### src/rtl/rv_multicycle_ctrl.sv
// Multi-cycle control FSM for the RV32I lab datapath: fetch, decode, execute,
// data-memory access and write-back sequencing, with a sticky trap and retire counter.
module rv_multicycle_ctrl #(
    parameter int COUNT_W = 32
) (
    input  logic               clk,
    input  logic               reset,
    input  logic [6:0]         opcode,
    input  logic [2:0]         funct3,
    input  logic               alu_zero,
    input  logic               imem_ack,
    input  logic               dmem_ack,
    output logic               imem_req,
    output logic               ir_load,
    output logic               dmem_req,
    output logic               dmem_we,
    output logic               alu_src,
    output logic [1:0]         alu_op,
    output logic               reg_write,
    output logic               mem_to_reg,
    output logic               pc_write,
    output logic               pc_src,
    output logic               illegal,
    output logic [2:0]         state,
    output logic [COUNT_W-1:0] instret
);

    // state  | meaning
    // FETCH  | request instruction, load IR on ack
    // DECODE | classify opcode/funct3
    // EXEC   | drive ALU controls; branches retire here
    // MEM    | data-memory access; stores retire on ack
    // WB     | register write-back, retire
    // TRAP   | unsupported instruction, wait for reset
    typedef enum logic [2:0] {
        FETCH  = 3'd0,
        DECODE = 3'd1,
        EXEC   = 3'd2,
        MEM    = 3'd3,
        WB     = 3'd4,
        TRAP   = 3'd5
    } state_t;

    // beq/bne are split into separate classes so funct3 is only needed in DECODE
    typedef enum logic [2:0] {
        C_R, C_I, C_LOAD, C_STORE, C_BEQ, C_BNE
    } class_t;

    state_t             st_q;
    class_t             cls_q;
    class_t             cls_d;
    logic               valid_d;
    logic               illegal_q;
    logic [COUNT_W-1:0] cnt_q;

    always_comb begin
        cls_d   = C_R;
        valid_d = 1'b1;
        case (opcode)
            7'b0110011: cls_d = C_R;
            7'b0010011: cls_d = C_I;
            7'b0000011: cls_d = C_LOAD;
            7'b0100011: cls_d = C_STORE;
            7'b1100011: begin
                if (funct3 == 3'b000)      cls_d = C_BEQ;
                else if (funct3 == 3'b001) cls_d = C_BNE;
                else                       valid_d = 1'b0;
            end
            default: valid_d = 1'b0;
        endcase
    end

    always_ff @(posedge clk) begin
        if (reset) begin
            st_q      <= FETCH;
            cls_q     <= C_R;
            illegal_q <= 1'b0;
            cnt_q     <= '0;
        end else begin
            if (pc_write) cnt_q <= cnt_q + COUNT_W'(1);
            case (st_q)
                FETCH:  if (imem_ack) st_q <= DECODE;
                DECODE: begin
                    if (valid_d) begin
                        cls_q <= cls_d;
                        st_q  <= EXEC;
                    end else begin
                        illegal_q <= 1'b1;
                        st_q      <= TRAP;
                    end
                end
                EXEC: begin
                    case (cls_q)
                        C_LOAD, C_STORE: st_q <= MEM;
                        C_BEQ, C_BNE:    st_q <= FETCH;
                        default:         st_q <= WB;
                    endcase
                end
                MEM:    if (dmem_ack) st_q <= (cls_q == C_STORE) ? FETCH : WB;
                WB:     st_q <= FETCH;
                TRAP:   st_q <= TRAP;
                default: st_q <= FETCH;
            endcase
        end
    end

    always_comb begin
        imem_req   = 1'b0;
        ir_load    = 1'b0;
        dmem_req   = 1'b0;
        dmem_we    = 1'b0;
        alu_src    = 1'b0;
        alu_op     = 2'b00;
        reg_write  = 1'b0;
        mem_to_reg = 1'b0;
        pc_write   = 1'b0;
        pc_src     = 1'b0;
        if (!reset) begin
            case (st_q)
                FETCH: begin
                    imem_req = 1'b1;
                    ir_load  = imem_ack;
                end
                EXEC: begin
                    case (cls_q)
                        C_R: alu_op = 2'b10;
                        C_I: begin
                            alu_src = 1'b1;
                            alu_op  = 2'b11;
                        end
                        C_LOAD, C_STORE: alu_src = 1'b1;
                        C_BEQ, C_BNE: begin
                            alu_op   = 2'b01;
                            pc_write = 1'b1;
                            pc_src   = (cls_q == C_BEQ) ? alu_zero : !alu_zero;
                        end
                        default: ;
                    endcase
                end
                MEM: begin
                    dmem_req = 1'b1;
                    dmem_we  = (cls_q == C_STORE);
                    pc_write = dmem_ack && (cls_q == C_STORE);
                end
                WB: begin
                    reg_write  = 1'b1;
                    mem_to_reg = (cls_q == C_LOAD);
                    pc_write   = 1'b1;
                end
                default: ;
            endcase
        end
    end

    assign illegal = illegal_q && !reset;
    assign state   = reset ? 3'd0 : st_q;
    assign instret = reset ? '0 : cnt_q;

endmodule

### config.mk
export PLATFORM = sky130hd
export DESIGN_NAME = rv_multicycle_ctrl
export DESIGN_NICKNAME = d
export VERILOG_FILES = /design/src/rtl/rv_multicycle_ctrl.sv
export SDC_FILE = /design/constraint.sdc
export NUM_CORES = 1
export LEC_CHECK = 0
export BUFFER_PORTS_ARGS = -buffer_cell sky130_fd_sc_hd__buf_2
export CORE_UTILIZATION = 45
export DETAILED_ROUTE_END_ITERATION = 10
export MAX_ROUTING_LAYER = met4
export PLACE_DENSITY = 0.73
export SYNTH_ARGS = -nofsm -noshare
export SYNTH_HDL_FRONTEND = slang
export SYNTH_SLANG_ARGS = --single-unit
### constraint.sdc
create_clock -name clk -period 5 [get_ports clk]
set_input_delay 1.5 -clock clk [delete_from_list [all_inputs] [get_ports clk]]
set_output_delay 1.5 -clock clk [all_outputs]
set_load 0.03 [all_outputs]
==> flow_metrics.env <==
export IMPL_reg2reg_depth=5
export IMPL_grt_overflow=0
export IMPL_path_clk_slew_ns=0.07
export IMPL_final_max_slew_viol_count=0
export IMPL_setup_viol=0
export IMPL_dpl_worst_slack_ns=0.9762
export IMPL_synth_avg_cell_area_um2=8.027
export IMPL_n_fill_cell=446
export IMPL_htreeDepth=2
export IMPL_row_count=25
export IMPL_async_flop_share=0
export IMPL_fin_area_um2=2808
export IMPL_vias=2202
export IMPL_grt_usage=0.2084
export IMPL_r2r_end="cnt_q[25]$_SDFFE_PP0P_"
export IMPL_cp_buffers_inverters=2
export IMPL_crit_fanout=7
export IMPL_slew_headroom=0.6009
export IMPL_finalSetupTns_ns=0
export IMPL_hpwl_mm=3.938
export IMPL_path_class="in2out"
export IMPL_final_nets=368
export IMPL_cts_resized=0
export IMPL_cp_arrival_ns=2.55
export IMPL_ys_flop_type="dfxtp_1"
export IMPL_wire_per_inst_um=12.56
export IMPL_synth_seq_cells=39
export IMPL_initial_core_util=0.4818
export IMPL_firstDrtPassIters=4
export IMPL_post_route_period_util=0.8098
export IMPL_synth_cell_types=46
export IMPL_crit_path_end_kind="primary output"
export IMPL_antenna_found_initial=0
export IMPL_die_x_um=74.05
export IMPL_outcome="finished, final reports clean"
export IMPL_cts_sinks=39
export IMPL_rr_startpoint="st_q[0]$_SDFFE_PP0P_"
export IMPL_fin_util=0.5791
export IMPL_grt_pass1_vias=1895
export IMPL_die_y_um=74.05
export IMPL_avgViaCountPerCell=5.293
export IMPL_num_io_pins=62
export IMPL_placeableCoreArea_um2=4848
export IMPL_seq_area_frac_synth=0.3342
export IMPL_clk_latency_ns=0.30
export IMPL_drive_gt1_frac=0.2321
export IMPL_crit_required_ns=3.50
export IMPL_crit_slowest_cell="nor2_1"
export IMPL_dr_first_iter_drc_count=98
export IMPL_finalCriticalPeriod_ns=4.049
export IMPL_cpLargestDelayFamily="simple AND/OR/NAND/NOR gates"
export IMPL_wl_mm=5.224
export IMPL_root_buffer="clkbuf_8"
export IMPL_tightest_slew_ns=0.5903
export IMPL_cts_buffers=5
export IMPL_slowest_delay_ns=0.41
export IMPL_max_freq_mhz=247.0
export IMPL_final_cell_mix="buf_2, nor2_1, dfxtp_1"
export IMPL_rsz0062_at_grt="no"
export IMPL_fin_skew_ns=0.01240
export IMPL_cp_depth=5
export IMPL_layout_commonest_cell="buf_2"
export IMPL_postCtsSetupRepairBufs=0
export IMPL_instances_no_fill=416
export IMPL_p_leak_nw=1.182
export IMPL_cts_hold_buf=0
export IMPL_synth_edf_count=0
export IMPL_yosysWarnings=0
export IMPL_cts_buffer_depth=2
export IMPL_crit_start="dmem_ack"
export IMPL_crit_chain="buf_2, and4_1, nor2_1, nor2_1, buf_2"
export IMPL_multi_input_comb_area_um2=1484
export IMPL_synth_nets=311
export IMPL_area_growth_pct=20.19
export IMPL_drcViolationCount=0
export IMPL_setup_ws_ns=0.9512
export IMPL_antenna_cells=0
export IMPL_netlist_instances=291
export IMPL_reg2reg_slack_ns=2.04
export IMPL_dpl_cell_area_um2=2695
export IMPL_power_density_nw_per_um2=224.7
export IMPL_dp_cells=408
export IMPL_crit_path_start_kind="input port"
export IMPL_seqCellArea_um2=780.7
export IMPL_hold_violations=0
export IMPL_netlist_area_um2=2336
export IMPL_grt_pass1_wl_mm=8.597
export IMPL_grt_max_degree=45
export IMPL_ant_nets=0
export IMPL_vdd_ir_drop_max_mv=0.1205
export IMPL_maxCapViolCount=0
export IMPL_port_buffers=61
export IMPL_die_area_um2=5483
export IMPL_hp_class="reg2reg"
export IMPL_cts_tree="built"
export IMPL_cp_endpoint="pc_write"
export IMPL_gp_congestion=0.8793
[cells in the mapped netlist, types with 2 or more instances]
| cell | count | share of area |
|---|---|---|
| a21oi_1 | 6 | 0.013 |
| or3_1 | 4 | 0.011 |
| nor4_1 | 3 | 0.0080 |
| xnor2_1 | 13 | 0.049 |
| a211oi_1 | 8 | 0.026 |
| buf_2 | 2 | 0.0043 |
| and2_1 | 3 | 0.0080 |
| or4_1 | 5 | 0.016 |
| mux2_1 | 4 | 0.019 |
| nand3_1 | 11 | 0.024 |
| inv_1 | 6 | 0.0096 |
| nand4_1 | 7 | 0.019 |
| o21a_1 | 2 | 0.0064 |
| o2111ai_1 | 2 | 0.0075 |
| mux2_2 | 8 | 0.039 |
| dfxtp_1 | 39 | 0.33 |
| nand2b_1 | 3 | 0.0080 |
| nor3_1 | 9 | 0.019 |
| and3_1 | 4 | 0.011 |
| nor4b_1 | 2 | 0.0075 |
| nor2b_1 | 35 | 0.094 |
| and4_1 | 5 | 0.019 |
| ha_1 | 5 | 0.027 |
| o211ai_1 | 2 | 0.0064 |
| clkbuf_1 | 11 | 0.018 |
| nor2_1 | 43 | 0.069 |
| xor2_1 | 4 | 0.015 |
| mux2i_1 | 2 | 0.0086 |
| a2111oi_0 | 2 | 0.0075 |
| nand2_1 | 18 | 0.029 |
| o21ai_0 | 8 | 0.017 |
[sequential cells by signal, summed over array words and instances, names as in the netlist]
register	flops
cls_q	3
cnt_q	32
illegal_q	1
st_q	3
[worst min path at each step]
stage	from	endpoint	slack [ns]	cells after the start
3_5_place_dp	illegal_q$_SDFFE_PP0P_	illegal_q$_SDFFE_PP0P_	0.46	2
2_1_floorplan	illegal_q$_SDFFE_PP0P_	illegal_q$_SDFFE_PP0P_	0.43	2
5_1_grt	illegal_q$_SDFFE_PP0P_	illegal_q$_SDFFE_PP0P_	0.53	2
3_3_place_gp	illegal_q$_SDFFE_PP0P_	illegal_q$_SDFFE_PP0P_	0.45	2
6_report	illegal_q$_SDFFE_PP0P_	illegal_q$_SDFFE_PP0P_	0.47	2
4_1_cts	illegal_q$_SDFFE_PP0P_	illegal_q$_SDFFE_PP0P_	0.48	2
[cell type report]
type                       count  area share
sequential                    39      0.2781
inverter                       7    0.009358
clock inverter                 3     0.01560
multi-input combinational    232      0.5285
tap                           67     0.02986
clock buffer                   5     0.02451
timing repair buffer          63      0.1141
[where the power goes]
group	internal, mW	leakage (nW)	switching (mW)
Sequential	0.313	0.315	0.00440
Clock	0.149	0.0581	0.117
Combinational	0.0170	0.809	0.0310
Total	0.479	1.18	0.152
[cell families after synthesis]
logic type,count (synthesis),synth area share
AOI/OAI and AO/OA,40,0.1205
adders and majority gates,5,0.02678
muxes,14,0.06642
xor gates and xnor gates,17,0.06374
and+or+nand+nor,156,0.3551
buffers and inverters,20,0.03321
DFF,39,0.3342
[worst reg2reg max path, cell delays in order (launching register included)]
cell,delay (ns)
dfxtp_1,0.51
nor2b_1,0.29
nand4_1,0.49
a2111o_1,0.67
or4_1,0.56
mux2_1,0.32
[stage by stage]
| stage | hold WS (ns) | total power [mW] |
|---|---|---|
| global placement | 0.4541 | 0.3721 |
| global route | 0.5335 | 0.6551 |
| CTS | 0.4771 | 0.6364 |
| floorplan | 0.4290 | 0.3573 |
| finish | 0.4727 | 0.6308 |
| detailed placement | 0.4560 | 0.3727 |
[metal layers]
metal | share of wire | up-vias | routed length, µm | GRT usage
met5 | 0 | - | 0 | -
met4 | 0.013 | 0 | 68 | 0.07051
met3 | 0.040 | 7 | 209 | 0.03659
met2 | 0.46 | 55 | 2381 | 0.3232
met1 | 0.49 | 995 | 2564 | 0.2729
li1 | - | 1145 | - | -
Power figures use the tool's default switching activity.
